### src/rtl/writeback_stage.sv
// Writeback stage: 16-entry register file with write-first read bypass,
// a registered writeback strobe for the decode scoreboard, and retire/bubble counters.
module wb_read_port #(
    parameter int REG_WIDTH = 16
) (
    input  logic [3:0]                  rd_idx,
    input  logic [15:0][REG_WIDTH-1:0]  rf,
    input  logic                        byp_en,
    input  logic [3:0]                  byp_idx,
    input  logic [REG_WIDTH-1:0]        byp_data,
    output logic [REG_WIDTH-1:0]        rd_data
);
    assign rd_data = (byp_en && rd_idx == byp_idx) ? byp_data : rf[rd_idx];
endmodule

module writeback_stage #(
    parameter int REG_WIDTH    = 16,
    parameter int OPCODE_WIDTH = 8
) (
    input  logic                    I_CLOCK,
    input  logic                    I_RESET,
    input  logic                    I_LOCK,
    input  logic [OPCODE_WIDTH-1:0] I_Opcode,
    input  logic [REG_WIDTH-1:0]    I_ALUOut,
    input  logic [REG_WIDTH-1:0]    I_MemOut,
    input  logic [3:0]              I_DestRegIdx,
    input  logic                    I_FetchStall,
    input  logic                    I_DepStall,
    input  logic [3:0]              I_RdIdx0,
    input  logic [3:0]              I_RdIdx1,
    output logic [REG_WIDTH-1:0]    O_RdData0,
    output logic [REG_WIDTH-1:0]    O_RdData1,
    output logic                    O_WBEnable,
    output logic [3:0]              O_WBRegIdx,
    output logic [REG_WIDTH-1:0]    O_WBData,
    output logic [15:0]             O_RetireCount,
    output logic [15:0]             O_BubbleCount
);
    localparam int NUM_RD = 2;

    localparam logic [OPCODE_WIDTH-1:0] OP_ADD_D  = OPCODE_WIDTH'(8'h00);
    localparam logic [OPCODE_WIDTH-1:0] OP_ADDI_D = OPCODE_WIDTH'(8'h01);
    localparam logic [OPCODE_WIDTH-1:0] OP_AND_D  = OPCODE_WIDTH'(8'h02);
    localparam logic [OPCODE_WIDTH-1:0] OP_ANDI_D = OPCODE_WIDTH'(8'h03);
    localparam logic [OPCODE_WIDTH-1:0] OP_MOV    = OPCODE_WIDTH'(8'h04);
    localparam logic [OPCODE_WIDTH-1:0] OP_MOVI_D = OPCODE_WIDTH'(8'h05);
    localparam logic [OPCODE_WIDTH-1:0] OP_JSR    = OPCODE_WIDTH'(8'h06);
    localparam logic [OPCODE_WIDTH-1:0] OP_JSRR   = OPCODE_WIDTH'(8'h07);
    localparam logic [OPCODE_WIDTH-1:0] OP_LDW    = OPCODE_WIDTH'(8'h08);

    logic [15:0][REG_WIDTH-1:0]      rf;
    logic [NUM_RD-1:0][3:0]          rd_idx;
    logic [NUM_RD-1:0][REG_WIDTH-1:0] rd_data;
    logic                            valid, bubble, writes, wr_en;
    logic [REG_WIDTH-1:0]            wr_data;
    logic [15:0]                     retire_cnt, bubble_cnt;

    assign valid  = I_LOCK && !I_FetchStall && !I_DepStall;
    assign bubble = I_LOCK && (I_FetchStall || I_DepStall);

    // STW, branches, JMP and undefined encodings all fall to the non-writing default
    always_comb begin
        writes  = 1'b0;
        wr_data = I_ALUOut;
        case (I_Opcode)
            OP_ADD_D, OP_ADDI_D, OP_AND_D, OP_ANDI_D,
            OP_MOV, OP_MOVI_D, OP_JSR, OP_JSRR: writes = 1'b1;
            OP_LDW: begin
                writes  = 1'b1;
                wr_data = I_MemOut;
            end
            default: writes = 1'b0;
        endcase
    end

    // Bypass ignores reset so decode sees the in-flight value even on a reset edge
    assign wr_en = valid && writes;

    assign rd_idx[0] = I_RdIdx0;
    assign rd_idx[1] = I_RdIdx1;

    for (genvar p = 0; p < NUM_RD; p++) begin : g_rd
        wb_read_port #(.REG_WIDTH(REG_WIDTH)) u_rd (
            .rd_idx   (rd_idx[p]),
            .rf       (rf),
            .byp_en   (wr_en),
            .byp_idx  (I_DestRegIdx),
            .byp_data (wr_data),
            .rd_data  (rd_data[p])
        );
    end

    assign O_RdData0 = rd_data[0];
    assign O_RdData1 = rd_data[1];

    always_ff @(negedge I_CLOCK) begin
        if (I_RESET) begin
            rf         <= '0;
            O_WBEnable <= 1'b0;
            O_WBRegIdx <= '0;
            O_WBData   <= '0;
            retire_cnt <= '0;
            bubble_cnt <= '0;
        end else begin
            O_WBEnable <= wr_en;
            if (wr_en) begin
                rf[I_DestRegIdx] <= wr_data;
                O_WBRegIdx       <= I_DestRegIdx;
                O_WBData         <= wr_data;
            end
            if (valid && retire_cnt != 16'hFFFF)
                retire_cnt <= retire_cnt + 16'd1;
            if (bubble && bubble_cnt != 16'hFFFF)
                bubble_cnt <= bubble_cnt + 16'd1;
        end
    end

    assign O_RetireCount = retire_cnt;
    assign O_BubbleCount = bubble_cnt;
endmodule

### config.mk
export PLATFORM = sky130hd
export DESIGN_NAME = writeback_stage
export DESIGN_NICKNAME = d
export VERILOG_FILES = /design/src/rtl/writeback_stage.sv
export SDC_FILE = /design/constraint.sdc
export NUM_CORES = 1
export LEC_CHECK = 0
export CAP_MARGIN = 10
export CORE_MARGIN = 2
export CORE_UTILIZATION = 30
export CTS_CLUSTER_SIZE = 8
export DETAILED_ROUTE_END_ITERATION = 10
export PLACE_DENSITY = 0.6
export SLEW_MARGIN = 20
export SYNTH_ARGS = -nofsm -noshare
export SYNTH_HDL_FRONTEND = slang
export SYNTH_SLANG_ARGS = --single-unit
### constraint.sdc
create_clock -name I_CLOCK -period 3.4 [get_ports I_CLOCK]
set_input_delay 0.85 -clock I_CLOCK [delete_from_list [all_inputs] [get_ports I_CLOCK]]
set_output_delay 0.85 -clock I_CLOCK [all_outputs]
set_load 0.005 [all_outputs]
; ---- Word level (Yosys, flattened, before mapping)
; Cells that the tools add are included.
[op_classes]
bitwise_logic = 0
multipliers = 0
order_cmp = 4
mux = 11
shifts = 0
div = 0
reduce_logical = 14
eq_ne = 12
n_addsub = 2
[ops]
columns = cell, count
row1 = 256-bit bitwise mux, 1
row2 = 16-bit binary-select mux with 4-bit select, 2
row3 = 16-bit two-way mux, 6
row4 = 16-bit demux with 4-bit select, 1
row5 = "16-bit by 1-bit adder with 16-bit output, second input constant", 2
row6 = "8-bit by 3-bit equality test with 1-bit output, second input constant", 4
row7 = "16-bit inequality test, second input constant", 2
row8 = "8-bit by 2-bit equality test with 1-bit output, second input constant", 2
row9 = "4-bit by 5-bit less-than comparator with 1-bit output, second input constant", 3
row10 = 1-bit logical AND, 9
row11 = 9-bit OR reduction, 1
row12 = 4-bit equality test, 2
row13 = "8-bit by 1-bit equality test with 1-bit output, second input constant", 1
row14 = "8-bit by 4-bit equality test with 1-bit output, second input constant", 1
row15 = 8-bit logical NOT, 1
row16 = "4-bit by 1-bit greater-or-equal comparator with 1-bit output, second input constant", 1
row17 = 1-bit logical NOT, 2
row18 = 1-bit logical OR, 1
row19 = 1-bit two-way mux, 1
[word_totals]
latch_bits = 0
inputBits = 57
mem_count = 0
out_inout_bits = 85
ramBits = 0
ff_bits = 309
mem_bits_ro = 0

; ---- Depth between registers and ports, before layout
[depth]
depth_word = 6
depth_mapped = 9
ltp_nobuf = 6

; ---- By module
; Synthesis repeated with hierarchy kept, for this count alone.
[unflattened]
hier_cells = 1535
area_unflattened_um2 = 18451.4
[by_module_without_submodules]
columns = mod, cells_each, area_each_um2, n_inst
row1 = writeback_stage, 1225, 13849.5, 1
row2 = wb_read_port, 155, 2301.0, 2

==> reports/qor.yml <==
timing:
  max_slew_margin_pct: 33.4
  rsz0062_at_grt: "yes"
  slew_violations: 0
  setup_viol: 368
  hold_viol: 0
  fin_ws_ns: -1.44
  tightest_slew_ns: 0.990
  clock_skew_ns: 0.0221
cells_and_area:
  area_delta_synth_final_pct: 67.1
  nets: 2422
  layout-drive-gt1-share_pct: 48.6
  final_area_sq_um: 26900
  nFillCells: 4377
  utilization_pct: 50.9
  multi_input_area_sq_um: 12200
  register_area_sq_um: 6250
clocking:
  path_clk_slew_ns: 0.08
  clock_latency_ns: 0.62
  cts_buffer_depth: 3
  cts.sinks: 309
  cts_tree: "built"
  cts_max_level: 2
  cts_hold_buf: 0
  numCtsBuffers: 44
  ctsRootBufferMaster: "clkbuf_16"
routing:
  routedWlPerCell_um: 26.7
  drt-pass1-iter-count: 6
  drtAntennaViolNets: 0
  drtIter0Drc: 2374
  vias: 18300
  drc: 0
  drt-total-wl_um: 81500
  drt-vias-per-instance: 5.97
global_routing:
  globalRouteTotalUtil_pct: 25.3
  grt_antenna_before_repair: 2
  grt_pass1_vias: 17800
  grt_max_degree: 49
  grt_first_pass_wirelength_um: 106000
  grt-ovfl-total: 0
hold_path:
  min_to: "rf[204]"
  hp-start: "rf[204]"
  min_path_cells: 2
  hp-class: "flop to flop"
worst_setup_path:
  crit_required_ns: 2.55
  r2r-end: "O_BubbleCount[7]"
  reg2reg_slack_ns: 1.07
  rr_startpoint: "O_BubbleCount[0]"
  end_kind: "output pin"
  r2r_cells: 8
  critPathKind: "flop to output pin"
  arrival_ns: 3.99
  critPathMaxFanout: 3
  start_kind: "flop"
yosys:
  synth-adder-area-share_pct: 0.155
  ys_seq_elements: 309
  syn_area_per_cell_sq_um: 9.30
  synthXorXnorAreaFrac_pct: 1.96
  synth_top_area_share_pct: 38.4
  yosysWarnings: 0
  synthTopCellsByArea: "dfxtp_1 (38%), mux4_2 (18%), nand2_1 (9.5%)"
  synth.net_count: 1791
  yosysUniqueCellTypes: 43
  async_reset_ff_share_pct: 0
  synth_edf_count: 0
  synth_top_family_by_area: "multiplexers"
  synth_top_area_cell: "dfxtp_1"
  ys_seq_area_share_pct: 38.4
  synth_simple_gate_area_share_pct: 16.6
  synth_compound_area_share_pct: 13.6
  synth_most_common_cell: "nand2_1"
  ys.flop_type: "dfxtp_1"
  syn_inst: 1732
  muxShareOfSynthArea_pct: 24.6
  synth_common_cells: "nand2_1 (406), dfxtp_1 (309), a21oi_1 (186)"
  syn-cell-area_sq_um: 16100
power:
  p_per_area_nw_per_um2: 381
  p_leak_uw: 0.0111
  ir_drop_mv: 0.366
floorplan:
  start_util_pct: 30.5
  coreArea_sq_um: 52900
  num_rows: 84
  num_io_pins: 142
  fp.dieH_um: 236
  die_width_um: 236
  die_area_sq_um: 55600
placed_design:
  dpl-instance-area_sq_um: 20100
  port_buffers: 141
  dp_slack_ns: -1.73
  gp_congestion: 0.894
  hpwl_um: 39300
job:
  drv_cap: 0
run_status:
  status: "finished with violations"
  violations: "negative setup slack"
==> how the worst max path moves through the flow <==
stage / startpoint / end / slack (ns)
6_report: rf[144] / O_RdData0[0] / -1.44
5_1_grt: rf[207] / O_RdData0[15] / -1.48
4_1_cts: rf[223] / O_RdData0[15] / -1.39
3_5_place_dp: I_Opcode[5] / rf[24] / -1.73
3_3_place_gp: I_Opcode[5] / rf[24] / -1.70
2_1_floorplan: I_Opcode[5] / rf[128] / -0.96
==> routing by layer <==
metal	part of all wire (%)	vias to the layer above	GRT usage [%]
li1	-	7509	-
met1	35	8832	30.0
met2	42	1464	37.7
met3	14	445	9.99
met4	8.2	0	17.0
met5	0	-	0
==> area by class of cell <==
class | count | area share [%]
timing repair buffer | 439 | 19.6
sequential | 309 | 23.2
clock inverter | 312 | 4.40
antenna | 1 | 0.00930
tap | 688 | 3.20
multi-input combinational | 1257 | 45.3
clock buffer | 46 | 4.28
inverter | 3 | 0.0418
==> sequential cells by signal, indices dropped and copies added, names as in the netlist <==
signal         count
rf               256
O_WBEnable         1
O_BubbleCount     16
O_WBData          16
O_RetireCount     16
O_WBRegIdx         4
==> repair_timing <==
item	4_1_cts	5_1_grt
pin swaps	129	315
setup buffers	50	22
gates resized for setup	464	617
gates cloned	28	7
endpoints found under the setup margin	388	369
==> cell usage in the layout (no fill, tap or decap), types with 12 or more instances in the layout <==
cell	synthesis	layout
buf_8	0	12
o21ai_1	1	23
dfxtp_1	309	259
a211oi_1	104	26
inv_1	4	313
mux4_2	128	128
a21oi_1	186	34
buf_2	50	36
a21oi_2	0	151
a211oi_2	1	77
nor2_4	0	23
nor2_1	132	98
mux2_2	48	17
buf_12	0	74
mux2i_1	40	37
nand2_4	0	165
xor2_1	16	16
xnor2_1	20	20
clkbuf_16	0	53
dfxtp_2	0	49
buf_16	0	25
buf_4	3	146
mux2_4	0	34
nand3_1	22	15
buf_6	8	40
nand2_2	0	41
nand2_1	406	199
clkdlybuf4s50_1	0	92
o211ai_1	33	33
==> critical path: stages, from the launching register on <==
cell and delay, ns:
dfxtp_1 0.34, mux4_2 0.47, mux2_4 0.27, o211ai_1 0.22, o21ai_2 0.18, buf_2 0.17
==> through the flow <==
stage                     setup TNS [ns]  total power [uW]  hold WS (ns)  instances
after floorplan                  -273.37              4630         0.438       1732
final                            -333.48             10300         0.463       3055
after global routing             -349.26             10700         0.476       3054
after detailed placement         -501.27              5020         0.455       2615
after global placement           -495.54              5020         0.446       2615
after CTS                        -317.76             10100         0.453       3035
==> kinds of logic (layout without fill, tap and decap cells) <==
logic type      Yosys count  after routing
fa+ha+maj                 2              2
buf+inv                 169            800
xor+xnor                 36             36
flops                   309            309
other cells               0              1
compound gates          363            363
simple gates            627            627
mux                     226            229
==> power by group <==
part | switching (uW) | internal [uW] | total (uW) | leakage, uW
registers | 3.92 | 3650 | 3660 | 0.00251
clock network | 2850 | 2870 | 5710 | 0.00223
logic | 535 | 352 | 887 | 0.00638
total | 3390 | 6870 | 10300 | 0.0111
No activity file was read; power rests on OpenSTA's default activity.
